$ cat config.mk
export PLATFORM = sky130hd
export DESIGN_NAME = imem_loader
export DESIGN_NICKNAME = d
export VERILOG_FILES = /design/src/rtl/imem_loader_pkg.sv /design/src/rtl/imem_word_assembler.sv /design/src/rtl/imem_loader.sv
export SDC_FILE = /design/constraint.sdc
export NUM_CORES = 1
export LEC_CHECK = 0
export ABC_AREA = 0
export BUFFER_PORTS_ARGS = -buffer_cell sky130_fd_sc_hd__buf_4
export CORE_MARGIN = 2
export CORE_UTILIZATION = 61
export CTS_CLUSTER_DIAMETER = 80
export CTS_CLUSTER_SIZE = 10
export DETAILED_ROUTE_END_ITERATION = 12
export PLACE_DENSITY = 0.86
export SLEW_MARGIN = 20
export SYNTH_ARGS = -nofsm -noshare
export SYNTH_HDL_FRONTEND = slang
export SYNTH_SLANG_ARGS = --single-unit
$ cat constraint.sdc
create_clock -name i_Clk -period 10.95 [get_ports i_Clk]
set_input_delay 0.5475 -clock i_Clk [delete_from_list [all_inputs] [get_ports i_Clk]]
set_output_delay 0.5475 -clock i_Clk [all_outputs]
set_load 0.01 [all_outputs]
$ cat src/rtl/imem_loader_pkg.sv
// Shared definitions for boot-time instruction memory loaders.
// Frame state encoding, sync marker default and datapath widths.
package imem_loader_pkg;

   typedef enum logic [2:0] {
      S_IDLE,
      S_CNT_HI,
      S_CNT_LO,
      S_DATA,
      S_CHECK,
      S_DONE,
      S_ERROR
   } frame_state_t;

   localparam logic [7:0] SYNC_DEFAULT = 8'hA5;
   localparam int WORD_W = 32;
   localparam int CNT_W  = 16;

endpackage

$ cat src/rtl/imem_word_assembler.sv
// Packs big-endian bytes into 32-bit words and issues one-cycle
// instruction-memory writes at consecutive word addresses.
module imem_word_assembler
   import imem_loader_pkg::*;
#(
   parameter logic [WORD_W-1:0] BASE_ADDR = '0
) (
   input  logic              clk,
   input  logic              rst,
   input  logic              clear,
   input  logic              shift,
   input  logic [7:0]        data_byte,
   output logic              word_done,
   output logic              wr_en,
   output logic [WORD_W-1:0] wr_addr,
   output logic [WORD_W-1:0] wr_data,
   output logic [CNT_W-1:0]  word_index
);

   logic [1:0]  byte_idx;
   logic [23:0] partial;
   logic [WORD_W-1:0] offset;

   assign word_done = shift && (byte_idx == 2'd3);
   assign offset = {{(WORD_W-CNT_W-2){1'b0}}, word_index, 2'b00};

   always_ff @(posedge clk or posedge rst) begin
      if (rst) begin
         byte_idx   <= '0;
         partial    <= '0;
         wr_en      <= 1'b0;
         wr_addr    <= BASE_ADDR;
         wr_data    <= '0;
         word_index <= '0;
      end else begin
         wr_en <= word_done;
         if (clear) begin
            byte_idx   <= '0;
            word_index <= '0;
         end else if (shift) begin
            partial  <= {partial[15:0], data_byte};
            byte_idx <= byte_idx + 2'd1;
            // Address uses the index before it advances past this word.
            if (byte_idx == 2'd3) begin
               wr_data    <= {partial, data_byte};
               wr_addr    <= BASE_ADDR + offset;
               word_index <= word_index + CNT_W'(1);
            end
         end
      end
   end

endmodule

$ cat src/rtl/imem_loader.sv
// Frame receiver that loads instruction memory at boot and holds
// the CPU until a frame with a valid checksum has been stored.
module imem_loader
   import imem_loader_pkg::*;
#(
   parameter int               DEPTH_WORDS = 64,
   parameter logic [WORD_W-1:0] BASE_ADDR  = 32'h0000_0000,
   parameter logic [7:0]       SYNC_BYTE   = SYNC_DEFAULT
) (
   input  logic              i_Clk,
   input  logic              i_Rst,
   input  logic [7:0]        i_Byte,
   input  logic              i_ByteValid,
   output logic              o_ByteReady,
   output logic              o_WrEn,
   output logic [WORD_W-1:0] o_WrAddr,
   output logic [WORD_W-1:0] o_WrData,
   output logic              o_CpuHold,
   output logic              o_Done,
   output logic              o_Error,
   output logic [CNT_W-1:0]  o_WordsLoaded
);

   localparam logic [CNT_W-1:0] DEPTH_N = CNT_W'(DEPTH_WORDS);

   frame_state_t state;
   logic [7:0]       cnt_hi;
   logic [CNT_W-1:0] n_words;
   logic [7:0]       acc;
   logic             accept;
   logic             is_sync;
   logic             start;
   logic             shift;
   logic             word_done;
   logic [CNT_W-1:0] count;

   assign accept  = i_ByteValid && o_ByteReady;
   assign is_sync = (i_Byte == SYNC_BYTE);
   assign start   = accept && is_sync &&
                    (state == S_IDLE || state == S_DONE ||
                     state == S_ERROR);
   assign shift   = accept && (state == S_DATA);
   assign count   = {cnt_hi, i_Byte};

   imem_word_assembler #(
      .BASE_ADDR (BASE_ADDR)
   ) u_asm (
      .clk        (i_Clk),
      .rst        (i_Rst),
      .clear      (start),
      .shift      (shift),
      .data_byte  (i_Byte),
      .word_done  (word_done),
      .wr_en      (o_WrEn),
      .wr_addr    (o_WrAddr),
      .wr_data    (o_WrData),
      .word_index (o_WordsLoaded)
   );

   always_ff @(posedge i_Clk or posedge i_Rst) begin
      if (i_Rst) begin
         state       <= S_IDLE;
         cnt_hi      <= '0;
         n_words     <= '0;
         acc         <= '0;
         o_ByteReady <= 1'b0;
         o_CpuHold   <= 1'b1;
         o_Done      <= 1'b0;
         o_Error     <= 1'b0;
      end else begin
         o_ByteReady <= 1'b1;
         if (start) begin
            state     <= S_CNT_HI;
            acc       <= '0;
            o_CpuHold <= 1'b1;
            o_Done    <= 1'b0;
            o_Error   <= 1'b0;
         end else if (accept) begin
            unique case (state)
               S_CNT_HI: begin
                  cnt_hi <= i_Byte;
                  acc    <= acc ^ i_Byte;
                  state  <= S_CNT_LO;
               end
               S_CNT_LO: begin
                  n_words <= count;
                  acc     <= acc ^ i_Byte;
                  if (count > DEPTH_N) begin
                     state   <= S_ERROR;
                     o_Error <= 1'b1;
                  end else if (count == '0) begin
                     state <= S_CHECK;
                  end else begin
                     state <= S_DATA;
                  end
               end
               S_DATA: begin
                  acc <= acc ^ i_Byte;
                  if (word_done &&
                      o_WordsLoaded == n_words - CNT_W'(1))
                     state <= S_CHECK;
               end
               S_CHECK: begin
                  if (i_Byte == acc) begin
                     state     <= S_DONE;
                     o_Done    <= 1'b1;
                     o_CpuHold <= 1'b0;
                  end else begin
                     state   <= S_ERROR;
                     o_Error <= 1'b1;
                  end
               end
               default: ;
            endcase
         end
      end
   end

endmodule
# ---- Word-level counts from Yosys, hierarchy flattened
# Index checks and enable logic that the tools add are counted.
dict set report totals {
  wordCells 89
  input_bits 11
  ff_bits 130
}
dict set report op_classes {
  bitwise_logic 2
  muxes 28
  n_eq_ne 13
  n_lt_le_gt_ge 1
  add_sub_neg 3
  n_reduce_logical 28
}
# cell count
set op_table {}
lappend op_table {{16-bit two-way mux} 3}
lappend op_table {{8-bit two-way mux} 3}
lappend op_table {{16-bit by 1-bit adder with 16-bit output, second input constant} 1}
lappend op_table {{16-bit equality test} 1}
lappend op_table {{16-bit by 7-bit greater-than comparator with 1-bit output, second input constant} 1}
lappend op_table {{16-bit zero test} 1}
lappend op_table {{16-bit by 1-bit subtractor with 16-bit output, second input constant} 1}
lappend op_table {{3-bit two-way mux} 5}
lappend op_table {{3-bit AND reduction} 5}
lappend op_table {{1-bit two-way mux} 12}
lappend op_table {{3-bit case mux with 4 select lines} 1}
lappend op_table {{2-bit nonzero test} 6}
lappend op_table {{3-bit equality test, second input constant} 3}
lappend op_table {{8-bit equality test} 1}
lappend op_table {{8-bit equality test, second input constant} 1}
lappend op_table {{8-bit XOR} 1}
lappend op_table {{3-bit by 2-bit equality test with 1-bit output, second input constant} 2}
lappend op_table {{1-bit logical AND} 6}
lappend op_table {{2-bit two-way mux} 3}
lappend op_table {{3-bit != test, second input constant} 2}
lappend op_table {{2-bit AND reduction} 3}
lappend op_table {{5-bit nonzero test} 1}
lappend op_table {{4-bit AND reduction} 1}
lappend op_table {{3-bit by 1-bit equality test with 1-bit output, second input constant} 1}
lappend op_table {{9 further kinds} 10}

# ---- Depth between registers and ports, before layout
dict set report depth {
  word_depth 8
  ltp_mapped 9
}

# ---- Modules after synthesis
# From an unflattened synthesis, not the netlist that was laid out.
dict set report hier_totals {
  hier_cells 514
  area_unflattened_um2 6120.9
}
# module area_per_inst_um2 cells_per_inst instances
set by_module_without_submodules {}
lappend by_module_without_submodules {imem_word_assembler 3739.8 263 1}
lappend by_module_without_submodules {imem_loader 2381.0 251 1}

# ---- Worst setup path after synthesis
# OpenSTA, ideal clock, no wires.
dict set report synth_timing {
  path_kind {input to register}
  startpoint {input i_Byte[3]}
  endpoint {register u_asm.byte_idx[0]}
  slack_ps 8660
  path_buffers 2
  t_required_ps 10825
  path_stages 7
  arrival_ps 2165
  setup_time_ps 125
  path_cell_list {buf_2 > or3_1 > or4_4 > a21oi_4 > buf_6 > nor2_1 > mux2_4}
}
dict set report synth_between {
  elab_chain_cells 4
  word_cells_on_any_way 5
  cone_classes {eq/ne (1); mux (1); reduce/logical (3)}
}
# element line
set synth_rtl {}
lappend synth_rtl {{start, declared} imem_loader.sv:12} ;# input logic [7:0] i_Byte,
lappend synth_rtl {{8-bit equality test *} imem_loader.sv:38} ;# assign is_sync = (i_Byte == SYNC_BYTE);
lappend synth_rtl {{1-bit logical AND * (2 in a row)} imem_loader.sv:39} ;# assign start = accept && is_sync &&
lappend synth_rtl {{2-bit two-way mux / 2-bit nonzero test (equally long branches)} --}
lappend synth_rtl {{end signal, assigned} imem_word_assembler.sv:42} ;# byte_idx <= byte_idx + 2'd1;
lappend synth_rtl {{end, declared} imem_word_assembler.sv:20} ;# logic [1:0] byte_idx;
# Mark *: on every way between the ends. The rest lies on a longest branch, timed or not.
# A chain may end at the register's enable or synchronous reset.

# ---- Worst setup path in the final report
dict set report layout_timing {
  startpoint {register state[0]}
  endpoint {register u_asm.word_index[12]}
}
dict set report layout_between {
  elab_chain_cells 6
  word_cells_on_any_way 12
  cone_classes {eq/ne (3); mux (1); reduce/logical (8)}
}
# element line
set layout_rtl {}
lappend layout_rtl {{start, declared} imem_loader.sv:26} ;# frame_state_t state;
lappend layout_rtl {{start signal, assigned} imem_loader.sv:62} ;# state <= S_IDLE;
lappend layout_rtl {{start signal, assigned} imem_loader.sv:73} ;# state <= S_CNT_HI;
lappend layout_rtl {{start signal, assigned} imem_loader.sv:83} ;# state <= S_CNT_LO;
lappend layout_rtl {{3-bit equality test / 3-bit zero test (equally long branches)} imem_loader.sv:40} ;# (state == S_IDLE || state == S_DONE ||
lappend layout_rtl {{1-bit logical OR (2 in a row)} imem_loader.sv:40}
lappend layout_rtl {{1-bit logical AND} imem_loader.sv:39}
lappend layout_rtl {{2-bit nonzero test (no line)} --}
lappend layout_rtl {{2-bit AND reduction (no line)} --}
lappend layout_rtl {{end signal, assigned} imem_word_assembler.sv:47} ;# word_index <= word_index + CNT_W'(1);
lappend layout_rtl {{end, declared} imem_word_assembler.sv:17} ;# output logic [CNT_W-1:0] word_index
# Several ways; a longest one is shown, not always the timed one.

==> flow_metrics.tcl <==
set metrics [dict create \
    status "finished, final reports clean" \
    instances_no_fill 830 \
    numCtsBuffers 17 \
    hold_class "input port to async pin" \
    clockBufferDepth 2 \
    cts-root-buf "clkbuf_8" \
    antenna_found_initial 0 \
    drt-met1-wl_um 5666 \
    finalPower_mw 1.579 \
    initial_core_util 0.6267 \
    critPathKind "flip-flop to flip-flop" \
    p_sw_uw 511.1 \
    setup_viol_count_final 0 \
    post_dp_cell_area_mm2 0.006715 \
    drive_above_1_share 0.2525 \
    ios 96 \
    routabilityCongestion 0.7916 \
    grt_pass1_wl_um 22560 \
    area_growth_pct 18.67 \
    syn_inst 616 \
    seq_power_share 0.440 \
    hpwlAfterDp_um 8715 \
    grt_max_degree 71 \
    ys_types 51 \
    fin_crit_sh 0.3066 \
    max-slew-margin-rel 0.3672 \
    clock.fmax_ghz 0.2979 \
    tightest_slew_ns 0.9479 \
    clkSinkCount 130 \
    chipWidth_um 104.2 \
    ir_drop_v 0.0001480 \
    fillers 655 \
    cts_tree "built" \
    io_buffers 79 \
    finalWirelength_um 13400 \
    nNetsFinal 698 \
    wl_per_cell_um 16.14 \
    clk_pin_slew_ns 0.07 \
    synth_seq_cells 130 \
    design.core.area_mm2 0.009774 \
    synth_area_per_cell_um2 9.945 \
    vias_per_cell 5.599 \
    skew_ns 0.008507 \
    required_ns 11.33 \
    num_rows 36 \
    grt_overflow 0 \
    p_leak_nw 3.597 \
    synth_edf_count 0 \
    yosys_warnings 0 \
    critPathLaunchType "flip-flop" \
    synth_ff_type "dfrtp_1" \
    drtIter0Drc 270 \
    rsz0062_at_grt "no" \
    vias 4647 \
    num_antenna_cells 0 \
    fp.dieH_um 104.2 \
    tns_ns 0 \
    wl_met3_um 671 \
    grt_pass1_vias 4727 \
    fin_crit_ns 3.357 \
    drtPass1Iterations 4 \
    dp.cells 798 \
    cap_viol_max_count 0 \
    clock_latency_ns 0.53 \
    post_cts_buffers 0 \
    arrival_ns 3.74 \
    clockPowerShare 0.335 \
    path_max_fanout 59 \
    cts.repair.resized 0 \
    p_sw_frac 0.3237 \
    yosysSeqAreaShare 0.5313 \
    maxSlewViolCount 0 \
    fin_util 0.7437 \
    drc 0 \
    htreeDepth 4 \
    postRouteAntennaNets 0 \
    dieArea_mm2 0.01086 \
    synthArstFlopShare 1.000 \
    wl_met2_um 6665 \
    end_kind "flip-flop" \
    power_density_mw_per_mm2 217.2 \
    grtUsageTotal 0.2606 \
    fin_area_mm2 0.007269 \
    synth.cell_area_mm2 0.006126 \
    pwr-share-comb 0.225 \
    power.internal_mw 1.068 \
    cts_hold_buf 0 \
    routed.top_layer "met4" \
    hold_violations 0 \
]
layer usage:
metal	vias up	track usage
met5	-	0
met4	0	0.1361
met3	44	0.04825
met2	164	0.4328
met1	2270	0.3270
li1	2169	-
stage by stage:
stage	hold WS, ns	worst slack [ns]
2_1_floorplan	0.4348	6.935
4_1_cts	0.2153	7.651
5_1_grt	0.2709	7.327
6_report	0.1944	7.593
3_5_place_dp	0.4606	7.728
3_3_place_gp	0.4559	7.947
critical path, cell delays in order, from the launching register on:
cell and delay (ns):
dfrtp_1 0.62, and2_1 0.36, nand3_2 0.12, buf_4 0.30
inv_2 0.77, nand4_1 0.39, nor2_1 0.24, nand2_1 0.11
nand3b_1 0.13, o21ai_0 0.12
final cells by class:
cell class	instances	area [um2]	share of cell area
Timing Repair Buffer	83	623.1	0.08571
Clock inverter	15	140.1	0.01928
Clock buffer	17	414.1	0.05697
Sequential cell	130	3254	0.4477
Inverter	4	17.52	0.002410
Multi-Input combinational cell	448	2654	0.3651
Tap cell	133	166.4	0.02289
power by group through the flow:
stage	sequential (mW)	clock, mW	combinational [mW]
2_1_floorplan	0.705	0	0.187
3_3_place_gp	0.693	0	0.344
3_5_place_dp	0.699	0	0.356
4_1_cts	0.693	0.533	0.361
5_1_grt	0.710	0.557	0.394
6_report	0.695	0.529	0.356
Yosys cell counts (3+ instances only):
| cell | n | area (um2) |
|---|---|---|
| nand3_1 | 8 | 40.04 |
| and2_1 | 3 | 18.77 |
| nand3b_1 | 3 | 22.52 |
| clkbuf_1 | 23 | 86.33 |
| o21ai_0 | 15 | 75.07 |
| mux2_2 | 46 | 518.0 |
| or3_1 | 4 | 25.02 |
| nand4_1 | 9 | 56.30 |
| nor3_1 | 8 | 40.04 |
| mux2i_1 | 4 | 40.04 |
| xor2_1 | 20 | 175.2 |
| buf_4 | 16 | 120.1 |
| dfrtp_1 | 129 | 3228 |
| nor4_1 | 5 | 31.28 |
| nand2b_1 | 7 | 43.79 |
| a21oi_1 | 3 | 15.01 |
| ha_1 | 3 | 37.54 |
| o21ai_1 | 22 | 110.1 |
| inv_1 | 4 | 15.01 |
| nor2_1 | 34 | 127.6 |
| xnor2_1 | 18 | 157.7 |
| buf_2 | 6 | 30.03 |
| a31oi_1 | 6 | 37.54 |
| and3_1 | 5 | 31.28 |
| nand2_1 | 178 | 668.1 |
| o31ai_1 | 3 | 22.52 |
cells in the final DEF, fill, tap and decap left out, types with 3 or more instances in the layout:
master and n:
a31oi_1 6, o21ai_1 22, nor4_1 5, buf_4 83, dfrtp_1 129, inv_6 5, nor3_1 8, xnor2_1 18
nor2_1 33, mux2_2 46, nand3b_1 3, a21oi_1 3, nand2b_1 7, inv_8 5, nand4_1 9, conb_1 17
o31ai_1 3, or3_1 4, mux2i_1 4, xor2_1 20, nand2_1 178, o21ai_0 15, clkinvlp_4 3, ha_1 3
and2_1 3, clkbuf_16 16, nand3_1 7, and3_1 5
cells by family after synthesis:
group                    share of synthesized area
adder cells (fa/ha/maj)                   0.006128
AND/OR/NAND/NOR                             0.2034
flip-flops                                  0.5313
XOR/XNOR                                   0.05433
AO/OA/AOI/OAI                              0.06414
other                                     0.001226
multiplexers                               0.09355
buffers and inverters                      0.04596
sequential cells by signal, summed over array words and instances, names as in the netlist, 3 cells and up:
| name | count |
|---|---|
| n_words | 16 |
| u_asm.wr_addr | 16 |
| u_asm.wr_data | 32 |
| state | 3 |
| cnt_hi | 8 |
| acc | 8 |
| u_asm.word_index | 16 |
| u_asm.partial | 24 |
worst paths after layout:
kind,start,to,slack [ns],depth (start not counted)
max,state[0]$_DFFE_PP0P_,u_asm.word_index[12]$_DFFE_PP0P_,7.59,9
min,i_Rst,u_asm.wr_data[15]$_DFFE_PP0P_,0.19,2
max reg2reg,state[0]$_DFFE_PP0P_,u_asm.word_index[12]$_DFFE_PP0P_,7.59,9
min reg2reg,u_asm.wr_addr[16]$_DFFE_PP0P_,u_asm.wr_addr[16]$_DFFE_PP0P_,0.47,2
max in group asynchronous,i_Rst,u_asm.wr_addr[12]$_DFFE_PP0P_,9.48,3
min in group i_Clk,i_Byte[5],u_asm.wr_data[5]$_DFFE_PP0P_,0.32,3
No activity file was read; power rests on OpenSTA's default activity.
